--- src/rtl/demux_1a2_fifo_pkg.sv ---
// Shared defaults and lane encoding for the 1:2 byte de-interleaver.
package demux_1a2_fifo_pkg;

    localparam int unsigned DEMUX_WIDTH = 8;
    localparam int unsigned DEMUX_DEPTH = 4;

    typedef enum logic {
        LANE0 = 1'b0,
        LANE1 = 1'b1
    } lane_e;

    function automatic lane_e next_lane(input lane_e cur);
        return (cur == LANE0) ? LANE1 : LANE0;
    endfunction

endpackage

--- src/rtl/demux_1a2_fifo_fifo_sync.sv ---
// Show-ahead synchronous FIFO with extra-MSB pointers; one per output lane.
module fifo_sync #(
    parameter int unsigned WIDTH = 8,
    parameter int unsigned DEPTH = 4
) (
    input  logic             clk,
    input  logic             reset,
    input  logic             push,
    input  logic [WIDTH-1:0] din,
    input  logic             pop,
    output logic [WIDTH-1:0] dout,
    output logic             empty,
    output logic             full
);

    localparam int unsigned AW = $clog2(DEPTH);
    localparam int unsigned PW = AW + 1;

    logic [WIDTH-1:0] mem [DEPTH];
    logic [PW-1:0]    wr_ptr;
    logic [PW-1:0]    rd_ptr;
    logic             do_push;
    logic             do_pop;

    assign empty   = (wr_ptr == rd_ptr);
    assign full    = (wr_ptr[AW] != rd_ptr[AW]) && (wr_ptr[AW-1:0] == rd_ptr[AW-1:0]);
    assign do_push = push && !full;
    assign do_pop  = pop && !empty;
    assign dout    = mem[rd_ptr[AW-1:0]];

    // Storage is cleared on reset so the head byte reads as zero while empty.
    always_ff @(posedge clk or negedge reset) begin
        if (!reset) begin
            for (int i = 0; i < int'(DEPTH); i++) begin
                mem[i] <= '0;
            end
        end else if (do_push) begin
            mem[wr_ptr[AW-1:0]] <= din;
        end
    end

    always_ff @(posedge clk or negedge reset) begin
        if (!reset) begin
            wr_ptr <= '0;
            rd_ptr <= '0;
        end else begin
            if (do_push) wr_ptr <= wr_ptr + PW'(1);
            if (do_pop)  rd_ptr <= rd_ptr + PW'(1);
        end
    end

endmodule

--- src/rtl/demux_1a2_fifo.sv ---
// De-interleaves one byte stream into two lane FIFOs with valid/ready on every side.
// Optional per-lane push counters are built when DEMUX_STATS_EN is defined.
module demux_1a2_fifo
    import demux_1a2_fifo_pkg::*;
#(
    parameter int unsigned WIDTH = DEMUX_WIDTH,
    parameter int unsigned DEPTH = DEMUX_DEPTH
`ifdef DEMUX_STATS_EN
    ,
    parameter int unsigned CW = 16
`endif
) (
    input  logic             clk,
    input  logic             reset,
    input  logic [WIDTH-1:0] data_in,
    input  logic             valid_in,
    output logic             ready_out,
    output logic [WIDTH-1:0] data_out_0,
    output logic             valid_out_0,
    input  logic             ready_in_0,
    output logic [WIDTH-1:0] data_out_1,
    output logic             valid_out_1,
    input  logic             ready_in_1
`ifdef DEMUX_STATS_EN
    ,
    output logic [CW-1:0]    cnt_0,
    output logic [CW-1:0]    cnt_1
`endif
);

    lane_e sel;
    logic  empty_0, full_0, empty_1, full_1;
    logic  accept, push_0, push_1, pop_0, pop_1;

    // Ready depends only on registered state, never on valid_in.
    assign ready_out   = (sel == LANE0) ? !full_0 : !full_1;
    assign accept      = valid_in && ready_out;
    assign push_0      = accept && (sel == LANE0);
    assign push_1      = accept && (sel == LANE1);
    assign valid_out_0 = !empty_0;
    assign valid_out_1 = !empty_1;
    assign pop_0       = valid_out_0 && ready_in_0;
    assign pop_1       = valid_out_1 && ready_in_1;

    // Lane pointer advances only on an accepted word so idle cycles never skip a lane.
    always_ff @(posedge clk or negedge reset) begin
        if (!reset) begin
            sel <= LANE0;
        end else if (accept) begin
            sel <= next_lane(sel);
        end
    end

    fifo_sync #(.WIDTH(WIDTH), .DEPTH(DEPTH)) u_fifo_0 (
        .clk   (clk),
        .reset (reset),
        .push  (push_0),
        .din   (data_in),
        .pop   (pop_0),
        .dout  (data_out_0),
        .empty (empty_0),
        .full  (full_0)
    );

    fifo_sync #(.WIDTH(WIDTH), .DEPTH(DEPTH)) u_fifo_1 (
        .clk   (clk),
        .reset (reset),
        .push  (push_1),
        .din   (data_in),
        .pop   (pop_1),
        .dout  (data_out_1),
        .empty (empty_1),
        .full  (full_1)
    );

`ifdef DEMUX_STATS_EN
    always_ff @(posedge clk or negedge reset) begin
        if (!reset) begin
            cnt_0 <= '0;
            cnt_1 <= '0;
        end else begin
            if (push_0) cnt_0 <= cnt_0 + CW'(1);
            if (push_1) cnt_1 <= cnt_1 + CW'(1);
        end
    end
`endif

endmodule

--- config.mk ---
export PLATFORM = sky130hd
export DESIGN_NAME = demux_1a2_fifo
export DESIGN_NICKNAME = d
export VERILOG_FILES = /design/src/rtl/demux_1a2_fifo_pkg.sv /design/src/rtl/demux_1a2_fifo_fifo_sync.sv /design/src/rtl/demux_1a2_fifo.sv
export SDC_FILE = /design/constraint.sdc
export NUM_CORES = 1
export LEC_CHECK = 0
export CAP_MARGIN = 5
export CORE_UTILIZATION = 25
export CTS_BUF_LIST = sky130_fd_sc_hd__clkbuf_2 sky130_fd_sc_hd__clkbuf_4 sky130_fd_sc_hd__clkbuf_8
export CTS_CLUSTER_SIZE = 40
export DETAILED_ROUTE_END_ITERATION = 16
export PLACE_DENSITY_LB_ADDON = 0.15
export SLEW_MARGIN = 30
export SYNTH_ARGS = -nofsm -noshare
export SYNTH_HDL_FRONTEND = slang
export SYNTH_SLANG_ARGS = --single-unit
--- constraint.sdc ---
create_clock -name clk -period 4.7 [get_ports clk]
set_input_delay 1.175 -clock clk [delete_from_list [all_inputs] [get_ports clk]]
set_output_delay 1.175 -clock clk [all_outputs]
set_load 0.1 [all_outputs]
==> results.cfg, run 1 <==
[grt]
grt_pass1_vias = 2326
grt_pass1_wl_um = 13280
grt_use_total = 0.1120
grt_max_degree = 78
antenna_found_initial = 0
overflow = 0

[clocking]
clockBufferDepth = 2
cts_resized = 0
hold_buffers = 0
cts_sinks = 77
cts.clk_slew.worst_paths_ps = 80
cts_inserted_buffers = 9
cts_root_buf = clkbuf_8
tritoncts = yes
clock_latency_ps = 350
htreeDepth = 3
cts_setup_buffers = 0

[setup_path]
reg2reg_slack_ps = 2280
criticalPathCategory = register to output pin
startpoint = u_fifo_1.rd_ptr[0]$_DFFE_PN0P_
path_max_fanout = 11
end_kind = output pin
arrival_ps = 2770
r2r-start = u_fifo_1.rd_ptr[0]$_DFFE_PN0P_
r2r_end = u_fifo_1.mem[1]$_DFFE_PN0P_
worstPathRequired_ps = 3520
rr_worst_depth = 3
start_kind = register

[yosys]
synthTopCellsByArea = dfrtp_1 50%, mux2_2 20%, mux4_2 7.6%
muxShareOfSynthArea = 0.2961
synthArstFlopShare = 1.000
synthTopCellsByCount = 77 x dfrtp_1, 68 x mux2_2, 13 x mux4_2
yosys.area_share.adder = 0.03257
synthCells = 232
syn_avg_cell_area_um2 = 16.56
synthSimpleGateAreaFrac = 0.01759
synth_compound_area_frac = 0.08795
yosys.area.top_type = dfrtp_1
syn_area_mm2 = 0.003841
synth_cell_types = 28
ys_seq_area_frac = 0.5016
synth_ff_type = dfrtp_1
synth_top_area_frac = 0.5016
synth.most_common_cell = dfrtp_1
ys_warn_count = 0
synth_xor_area_frac = 0.03909
syn-num-nets = 255
synth-edff-count = 0
yosys_register_bits = 77
synth_top_family_by_area = multiplexers

[timing]
setup-violations-final = 0
worst_pin_slew_ps = 1000
slew_headroom = 0.3312
fmaxAchievable_mhz = 253.2
rsz0062_at_grt = false
tns_ps = 0
hold_viol_final = 0
drv_slew = 0
skew_ps = 8.947
finalCriticalPeriod_ps = 3950
post-route-period-util = 0.8404

[final_layout]
diodes = 0
fillCellCount = 1508
syn2layout_area_growth_pct = 16.68
drive_gt1_frac = 0.4338
fin_nets = 291

[min_path]
hold_end = u_fifo_0.mem[14]$_DFFE_PN0P_
hold_path_depth = 1
hp-class = register to register
min_from = u_fifo_0.mem[14]$_DFFE_PN0P_

[routing]
firstDrtPassIters = 4
wl_per_cell_um = 17.21
vias = 2126
drt_iter0_drc = 68
ant_nets = 0
wl_um = 7849
drcViolationCount = 0
via_per_inst = 4.662

[floorplan]
start_util = 0.2603
rows = 44
io_pins = 32
dieArea_mm2 = 0.01586
core-area_mm2 = 0.01475
fp.dieW_um = 126.0
dieHeight_um = 126.0

[place]
hpwl_um = 5072
port_buffers = 31
place_congestion = 0.6472

[flow_run]
drv_cap = 0

[status]
status = complete, no violations
-- through the flow --
stage	utilization	worst slack [ps]	hold slack, ps	area (µm²)	instances
floorplan	-	870.2	470.3	3841	232
global placement	0.2923	1068	479.3	4313	441
detailed placement	0.2926	1066	487.2	4317	441
CTS	0.3038	665.7	506.2	4482	456
global route	0.3038	573.5	518.2	4482	456
finish	0.3038	750.0	502.3	4482	456
-- final cells by class --
cell class / count / area [µm²] / area share
inverters: 6 / 22.52 / 0.005025
clock buffers: 10 / 137.6 / 0.03071
flip-flops and latches: 77 / 1927 / 0.4299
repair buffers: 33 / 319.1 / 0.07119
well taps: 184 / 230.2 / 0.05137
clock inverters: 5 / 27.53 / 0.006142
multi-input cells: 141 / 1818 / 0.4056
-- worst max-delay path, stage by stage (launching register included) --
cell and delay, ps:
dfrtp_1 760, mux4_1 670, clkdlybuf4s50_1 990
-- sequential cells by signal (all words and copies together) (netlist names) --
register / count
u_fifo_0.mem: 32
u_fifo_1.wr_ptr: 3
u_fifo_1.rd_ptr: 3
u_fifo_0.rd_ptr: 3
sel: 1
u_fifo_1.mem: 32
u_fifo_0.wr_ptr: 3
-- worst max-delay path by stage --
stage,slack [ps],end,cells past startpoint
after floorplan,870,ready_out,4
after global placement,1070,data_out_1[2],2
after detailed placement,1070,data_out_1[2],2
after CTS,670,data_out_1[2],2
after global routing,570,data_out_1[2],2
final,750,data_out_1[2],2
-- layer usage --
metal	GRT usage	routed length, µm
met4	0.02551	74
met1	0.1484	3791
met2	0.1765	3691
met5	0	0
met3	0.03781	291
-- logic make-up after synthesis --
| kind of cell | count (synthesis) |
|---|---|
| mux | 84 |
| flops | 77 |
| compound gates | 25 |
| buf+inv | 14 |
| xor+xnor | 12 |
| fa+ha+maj | 10 |
| simple gates | 10 |
-- cells in the final DEF, fill, tap and decap left out, drive strengths merged --
cell	n
o21ai	2
or3	2
or4b	2
o311ai	12
nor3	1
clkinvlp	1
dfrtp	77
o31ai	4
inv	6
nor2b	1
clkinv	4
clkdlybuf4s50	27
a21oi	1
nor2	1
o211ai	4
o31a	2
clkbuf	10
and2	1
xnor2	6
nor3b	1
xor2	6
ha	10
mux4	16
buf	6
mux2	68
nor4	1
Power of run 1 is left out: the tool's default activity adds up to more than one toggle a clock period on the data nets, which glitch-free logic cannot reach.
==> run 2: changes to the inputs <==
==> constraint.sdc (replaced) <==
create_clock -name clk -period 3.7 [get_ports clk]
set_input_delay 0.925 -clock clk [delete_from_list [all_inputs] [get_ports clk]]
set_output_delay 0.925 -clock clk [all_outputs]
set_load 0.1 [all_outputs]
==> results.cfg, run 2 (synthesized netlist as in run 1, its figures left out) <==
[clocking]
clock_latency_ps = 340
tritoncts = yes
hold_buffers = 0
clockBufferDepth = 2
cts_root_buf = clkbuf_8
htreeDepth = 3
cts_inserted_buffers = 9
cts_sinks = 77
cts.clk_slew.worst_paths_ps = 70
cts_resized = 0
cts_setup_buffers = 0

[timing]
skew_ps = 3.076
worst_pin_slew_ps = 824.4
post-route-period-util = 0.8810
hold_viol_final = 0
setup-violations-final = 0
tns_ps = 0
slew_headroom = 0.4500
drv_slew = 0
hold_ws_ps = 502.0
finalCriticalPeriod_ps = 3260
rsz0062_at_grt = false
fmaxAchievable_mhz = 306.8

[floorplan]
dieHeight_um = 126.0
dieArea_mm2 = 0.01586
io_pins = 32
fp.dieW_um = 126.0
rows = 44
start_util = 0.2603
core-area_mm2 = 0.01475

[grt]
grt_use_total = 0.1066
overflow = 0
antenna_found_initial = 0
grt_max_degree = 78
grt_pass1_wl_um = 12680
grt_pass1_vias = 2228

[routing]
vias = 2090
drt_iter0_drc = 30
wl_um = 7818
wl_per_cell_um = 17.07
firstDrtPassIters = 4
ant_nets = 0
via_per_inst = 4.563
drcViolationCount = 0

[final_layout]
layout_common_cells = 77 x dfrtp_1, 68 x mux2_2, 22 x buf_4
reg.largest.list = u_fifo_0.mem (32), u_fifo_1.mem (32)
drive_gt1_frac = 0.4964
diodes = 0
layout_commonest_cell = dfrtp_1
fillCellCount = 1470
fin_nets = 293
syn2layout_area_growth_pct = 16.48

[setup_path]
end_kind = output pin
arrival_ps = 2330
worstPathRequired_ps = 2770
path_max_fanout = 13
start_kind = register
criticalPathCategory = register to output pin

[place]
port_buffers = 31
place_congestion = 0.6547
hpwl_um = 5155

[min_path]
hp-class = register to register

[flow_run]
drv_cap = 0

[status]
status = complete, no violations
[run 2: area by class of cell]
cell class              instances  area [µm²]  area share
flip-flops and latches         77        1927      0.4306
multi-input cells             141        1818      0.4063
repair buffers                 35       306.5     0.06851
well taps                     184       230.2     0.05145
clock buffers                  13       160.2     0.03579
inverters                       6       22.52    0.005034
clock inverters                 2       10.01    0.002237
[run 2: worst paths after layout]
check	slack, ps	startpoint	to	cells past startpoint
worst max-delay path	440	u_fifo_1.rd_ptr[1]$_DFFE_PN0P_	ready_out	4
worst min-delay path	500	u_fifo_0.mem[11]$_DFFE_PN0P_	u_fifo_0.mem[11]$_DFFE_PN0P_	1
worst max register to register	1370	u_fifo_0.rd_ptr[1]$_DFFE_PN0P_	u_fifo_0.mem[7]$_DFFE_PN0P_	4
worst min register to register	500	u_fifo_0.mem[11]$_DFFE_PN0P_	u_fifo_0.mem[11]$_DFFE_PN0P_	1
max in group asynchronous	2570	reset	u_fifo_0.mem[25]$_DFFE_PN0P_	1
min in group asynchronous	600	reset	u_fifo_0.mem[22]$_DFFE_PN0P_	1
[run 2: through the flow]
stage,setup WS (ps),instances,utilization,area [µm²]
after floorplan,120.2,232,-,3841
after global placement,797.1,443,0.2915,4300
after detailed placement,767.5,443,0.2917,4304
after CTS,368.5,458,0.3033,4474
after global routing,256.5,458,0.3033,4474
final,440.1,458,0.3033,4474
[run 2: layer usage]
metal,vias up,share of wire,GRT usage
met4,0,0.011,0.03614
met2,33,0.47,0.1690
met1,1087,0.48,0.1397
li1,962,-,-
met5,-,0,0
met3,8,0.032,0.03016
[run 2: critical path, stage by stage (launching register included)]
cell and delay, ps:
dfrtp_1 680, xor2_2 700, nor3_1 110, a21oi_1 280
buf_12 210
Power of run 2 is left out for the same reason.
==> run 3: changes to the inputs <==
--- a/config.mk
+++ b/config.mk
@@ -10,6 +10,7 @@
 export CTS_BUF_LIST = sky130_fd_sc_hd__clkbuf_2 sky130_fd_sc_hd__clkbuf_4 sky130_fd_sc_hd__clkbuf_8
 export CTS_CLUSTER_SIZE = 40
 export DETAILED_ROUTE_END_ITERATION = 16
+export DONT_BUFFER_PORTS = 1
 export PLACE_DENSITY_LB_ADDON = 0.15
 export SLEW_MARGIN = 30
 export SYNTH_ARGS = -nofsm -noshare
==> results.cfg, run 3 (synthesized netlist as in run 1, its figures left out) <==
[grt]
grt_pass1_vias = 2226
grt_max_degree = 78
grt_pass1_wl_um = 12890
overflow = 0
grt_use_total = 0.1092
antenna_found_initial = 0

[setup_path]
cp_top_family = XOR/XNOR gates
worstPathRequired_ps = 2770
rr_worst_depth = 3
criticalPathCategory = register to output pin
r2r_end = u_fifo_1.mem[7]$_DFFE_PN0P_
arrival_ps = 2350
cpPeakStageDelay_ps = 700
reg2reg_slack_ps = 1390
critPathBufInv = 1
cp_cell_sequence = xor2_2 -> nor3_1 -> a21oi_2 -> buf_4
r2r-start = u_fifo_1.rd_ptr[1]$_DFFE_PN0P_
end_kind = output pin
cp_slowest_cell = xor2_2
start_kind = register
path_max_fanout = 13

[clocking]
clockBufferDepth = 2
cts_sinks = 77
cts_inserted_buffers = 9
cts_setup_buffers = 0
cts.clk_slew.worst_paths_ps = 80
cts_resized = 0
clock_latency_ps = 350
tritoncts = yes
cts_root_buf = clkbuf_8
hold_buffers = 0
htreeDepth = 3

[routing]
vias = 2044
wl_per_cell_um = 18.41
drcViolationCount = 0
ant_nets = 0
firstDrtPassIters = 4
drt_iter0_drc = 83
via_per_inst = 4.742
wl_um = 7936

[final_layout]
layout_commonest_cell = dfrtp_1
syn2layout_area_growth_pct = 10.65
post-route-util = 0.2881
diodes = 0
reg.largest.list = u_fifo_0.mem (32), u_fifo_1.mem (32)
layout_common_cells = 77 x dfrtp_1, 68 x mux2_2, 13 x mux4_2
drive_gt1_frac = 0.4899
fillCellCount = 1498
fin_nets = 266

[min_path]
hp-class = primary input to async pin

[timing]
finalCriticalPeriod_ps = 3277
hold_viol_final = 0
setup-violations-final = 0
rsz0062_at_grt = false
skew_ps = 12.37
tns_ps = 0
slew_headroom = 0.3354
post-route-period-util = 0.8857
worst_pin_slew_ps = 1001
fmaxAchievable_mhz = 305.2
drv_slew = 0

[status]
status = complete, no violations

[place]
hpwl_um = 5175
place_congestion = 0.6785
port_buffers = 0

[floorplan]
rows = 44
start_util = 0.2603
core-area_mm2 = 0.01475
dieArea_mm2 = 0.01586
dieHeight_um = 126.0
fp.dieW_um = 126.0
io_pins = 32

[flow_run]
drv_cap = 0
==> run 3: area by class of cell <==
class                           count  area, µm²  share of cell area
Clock buffer                       13      153.9             0.03621
Clock inverter                      2      35.03            0.008243
Inverter                            6      22.52            0.005299
Multi-Input combinational cell    141       1822              0.4286
Sequential cell                    77       1927              0.4533
Tap cell                          184      230.2             0.05417
Timing Repair Buffer                8      60.06             0.01413
==> run 3: per-stage QoR <==
| step | instance area, µm² | instances | hold WS, ps | setup WS, ps |
|---|---|---|---|---|
| floorplan | 3841 | 232 | 470.3 | 120.2 |
| global placement | 4061 | 416 | 479.2 | 789.5 |
| detailed placement | 4061 | 416 | 487.8 | 755.1 |
| CTS | 4250 | 431 | 232.2 | 352.9 |
| global route | 4250 | 431 | 233.5 | 216.5 |
| finish | 4250 | 431 | 262.3 | 423.0 |
==> run 3: how the worst max path moves through the flow <==
stage / depth (start not counted) / startpoint / slack [ps] / to
floorplan: 4 / u_fifo_1.rd_ptr[0]$_DFFE_PN0P_ / 120 / ready_out
global placement: 4 / u_fifo_1.rd_ptr[1]$_DFFE_PN0P_ / 790 / ready_out
detailed placement: 4 / u_fifo_1.rd_ptr[1]$_DFFE_PN0P_ / 760 / ready_out
CTS: 4 / u_fifo_1.rd_ptr[1]$_DFFE_PN0P_ / 350 / ready_out
global route: 4 / u_fifo_1.rd_ptr[1]$_DFFE_PN0P_ / 220 / ready_out
finish: 4 / u_fifo_1.rd_ptr[1]$_DFFE_PN0P_ / 420 / ready_out
==> run 3: per-layer routing <==
layer  track usage  vias up  wire, µm
li1              -      914         -
met1        0.1329     1089      3545
met2        0.1807       32      3927
met3       0.03611        9       357
met4       0.03827        0       107
met5             0        -         0
Power of run 3 is left out for the same reason.
==> RTL change 1, RTL diff (settings of run 3) <==
The package constant `DEMUX_DEPTH` goes from 4 to 8.
--- a/src/rtl/demux_1a2_fifo_pkg.sv
+++ b/src/rtl/demux_1a2_fifo_pkg.sv
@@ -2,7 +2,7 @@
 package demux_1a2_fifo_pkg;
 
     localparam int unsigned DEMUX_WIDTH = 8;
-    localparam int unsigned DEMUX_DEPTH = 4;
+    localparam int unsigned DEMUX_DEPTH = 8;
 
     typedef enum logic {
         LANE0 = 1'b0,
Formal check against the unedited RTL: not equivalent (Yosys sat finds a counterexample within 10 cycles, from zero or initial values and one cycle with reset low).
==> RTL change 1 against run 3 <==
First-iteration DRC count up 94%. Core utilization down 0.56 points. Area after synthesis up 79%. Wire length up 99%. Maximum frequency down 0.59%. Sequential cell count up 68. Count of clock-buffer cells in the layout up 5. Design area up 79%. Hold slack worse by 0.10 ns. Worst setup slack worse by 0.019 ns.
Power is not shown: default switching activity piles up to over one toggle a cycle in this logic, so the estimate is an artifact.
==> RTL change 1: results <==
set metrics [dict create \
    cp_data_arrival_time_ns 2.37 \
    regArea_sq_um 3630 \
    reg_top3 "u_fifo_0.mem: 64 flops, u_fifo_1.mem: 64 flops" \
    n_clock_buffer 18 \
    crit_start "u_fifo_0.rd_ptr[0]$_DFFE_PN0P_" \
    cts_buffers 17 \
    nNonClkInverters 3 \
    cts_setup_buffers 0 \
    r2r_end "u_fifo_0.mem[7]$_DFFE_PN0P_" \
    grt_max_degree 146 \
    cp_max_fo 17 \
    reg2reg_slack_ns 1.34 \
    synthAdderAreaFrac 0.00727 \
    reg2reg_depth 5 \
    timing.rr.start "u_fifo_0.rd_ptr[1]$_DFFE_PN0P_" \
    multi_input_gates 254 \
    fin_skew_ns 0.0154 \
    synthMuxAreaShare 0.358 \
    grt_pass1_vias 3986 \
    outcome "completed" \
    n_fill_cell 2701 \
    met1_length_mm 7.46 \
    final-clk-cell-share 0.0509 \
    ys_async_sr_fraction 1.00 \
    seq_cells 145 \
    buffers 10 \
    drt_iter0_markers 161 \
    drive_gt1_frac 0.534 \
    use_met3 0.0317 \
    multi_input_area_sq_um 3080 \
    routabilityCongestion 0.667 \
    use_met1 0.164 \
    insertion_delay_ns 0.46 \
    slew_headroom 0.507 \
    viasPerCell 4.56 \
    worstSetupEndpoint "data_out_0[3]" \
    synth_common_cells "145 x dfrtp_1, 133 x mux2_2, 31 x mux4_2, 16 x mux2_4, 12 x clkbuf_1" \
    grt_first_pass_wirelength_mm 25.4 \
    grt_util_met2 0.195 \
    core-area_sq_um 27000 \
    met2_wirelength_mm 7.62 \
    buffer_area_frac 0.00986 \
    synth-compound-area-share 0.00418 \
    placed_cell_area_sq_um 7230 \
]
## RTL change 1: changes by cell type after synthesis, sizes merged, moves of 6 or more
cell and delta:
mux2 +81, clkbuf +11, nand3 +8, dfrtp +68, mux4 +16, buf +9
xnor2 +8, ha -6, nand4 +10, o311ai -12, and3 +7
## RTL change 1: critical path, cell delays in order (launching register included)
cell and delay (ns):
dfrtp_1 0.45, buf_4 0.38, mux4_1 0.59, mux2_2 0.49
## RTL change 1: metrics by stage
step / hold WS, ns / cells / worst slack (ns) / utilization
3_3_place_gp: 0.482 / 753 / 0.848 / 0.268
5_1_grt: 0.103 / 785 / 0.267 / 0.282
6_report: 0.158 / 785 / 0.404 / 0.282
3_5_place_dp: 0.487 / 753 / 0.847 / 0.268
2_1_floorplan: 0.471 / 430 / 0.964 / -
4_1_cts: 0.111 / 785 / 0.332 / 0.282
==> RTL change 2, RTL diff (config.mk and constraints of run 3) <==
Made on the original files. Build with the macro `DEMUX_STATS_EN` defined.
--- a/src/rtl/demux_1a2_fifo.sv
+++ b/src/rtl/demux_1a2_fifo.sv
@@ -1,5 +1,7 @@
 // De-interleaves one byte stream into two lane FIFOs with valid/ready on every side.
 // Optional per-lane push counters are built when DEMUX_STATS_EN is defined.
+`define DEMUX_STATS_EN
+
 module demux_1a2_fifo
     import demux_1a2_fifo_pkg::*;
 #(
Behaviour (old outputs only; new: cnt_0 and cnt_1): unchanged (equiv_simple and equiv_induct, registers matched by name and starting in step).
==> RTL change 2 against run 3 <==
Area after synthesis grew 30%. Worst setup slack improved by 0.052 ns. Wire length is 36% higher. Non-clock buffer count up 21. Maximum frequency increased by 1.6%. Global-route usage rose by 0.60 points. Design area rose by 33%. Clock skew fell by 0.0011 ns. Synthesized cell count is 53% higher. Sequential cell count is 32 higher. Critical path type unchanged. Critical endpoint is now data_out_0[3]. Largest cell class unchanged.
Power is not shown: default switching activity piles up to over one toggle a cycle in this logic, so the estimate is an artifact.
==> RTL change 2: results <==
set metrics [dict create \
    grt_pass1_vias 3094 \
    hpwl_mm 7.19 \
    synth_common_cells "109 x dfrtp_1, 66 x mux2_2, 30 x xnor2_1, 16 x nand2_1, 15 x mux4_2" \
    fin_skew_ns 0.0113 \
    cp_max_fo 11 \
    pre_cts_ws_ns 0.837 \
    path_clk_slew_ns 0.11 \
    reg2reg_slack_ns 1.13 \
    nNonClkInverters 7 \
    synthMuxAreaShare 0.226 \
    syn-num-nets 379 \
    vias 2860 \
    grt_max_degree 110 \
    wl_met3_um 754 \
    outcome "completed" \
    ys_seq_area_frac 0.546 \
    cp_data_arrival_time_ns 2.30 \
    n_fill_cell 2049 \
    routabilityCongestion 0.714 \
    nNetsFinal 405 \
    clkSinkCount 109 \
    insertion_delay_ns 0.38 \
    synthAdderAreaFrac 0.0301 \
    synth-xor-area-share 0.0787 \
    wl_per_cell_um 16.6 \
]
## RTL change 2: kinds of logic after synthesis
family | Yosys count
buffers and inverters | 21
adder cells (fa/ha/maj) | 12
XOR/XNOR | 44
multiplexers | 84
AND/OR/NAND/NOR | 77
AO/OA/AOI/OAI | 7
flip-flops | 109
## RTL change 2: worst max path at each step
| stage | from | end | slack (ns) |
|---|---|---|---|
| after detailed placement | u_fifo_0.rd_ptr[0]$_DFFE_PN0P_ | data_out_0[3] | 0.84 |
| final | u_fifo_0.rd_ptr[0]$_DFFE_PN0P_ | data_out_0[3] | 0.47 |
| after global placement | u_fifo_0.rd_ptr[0]$_DFFE_PN0P_ | data_out_0[3] | 0.87 |
| after CTS | u_fifo_0.rd_ptr[0]$_DFFE_PN0P_ | data_out_0[3] | 0.39 |
| after global routing | u_fifo_0.rd_ptr[0]$_DFFE_PN0P_ | data_out_0[3] | 0.36 |
| after floorplan | u_fifo_1.rd_ptr[0]$_DFFE_PN0P_ | ready_out | 0.33 |
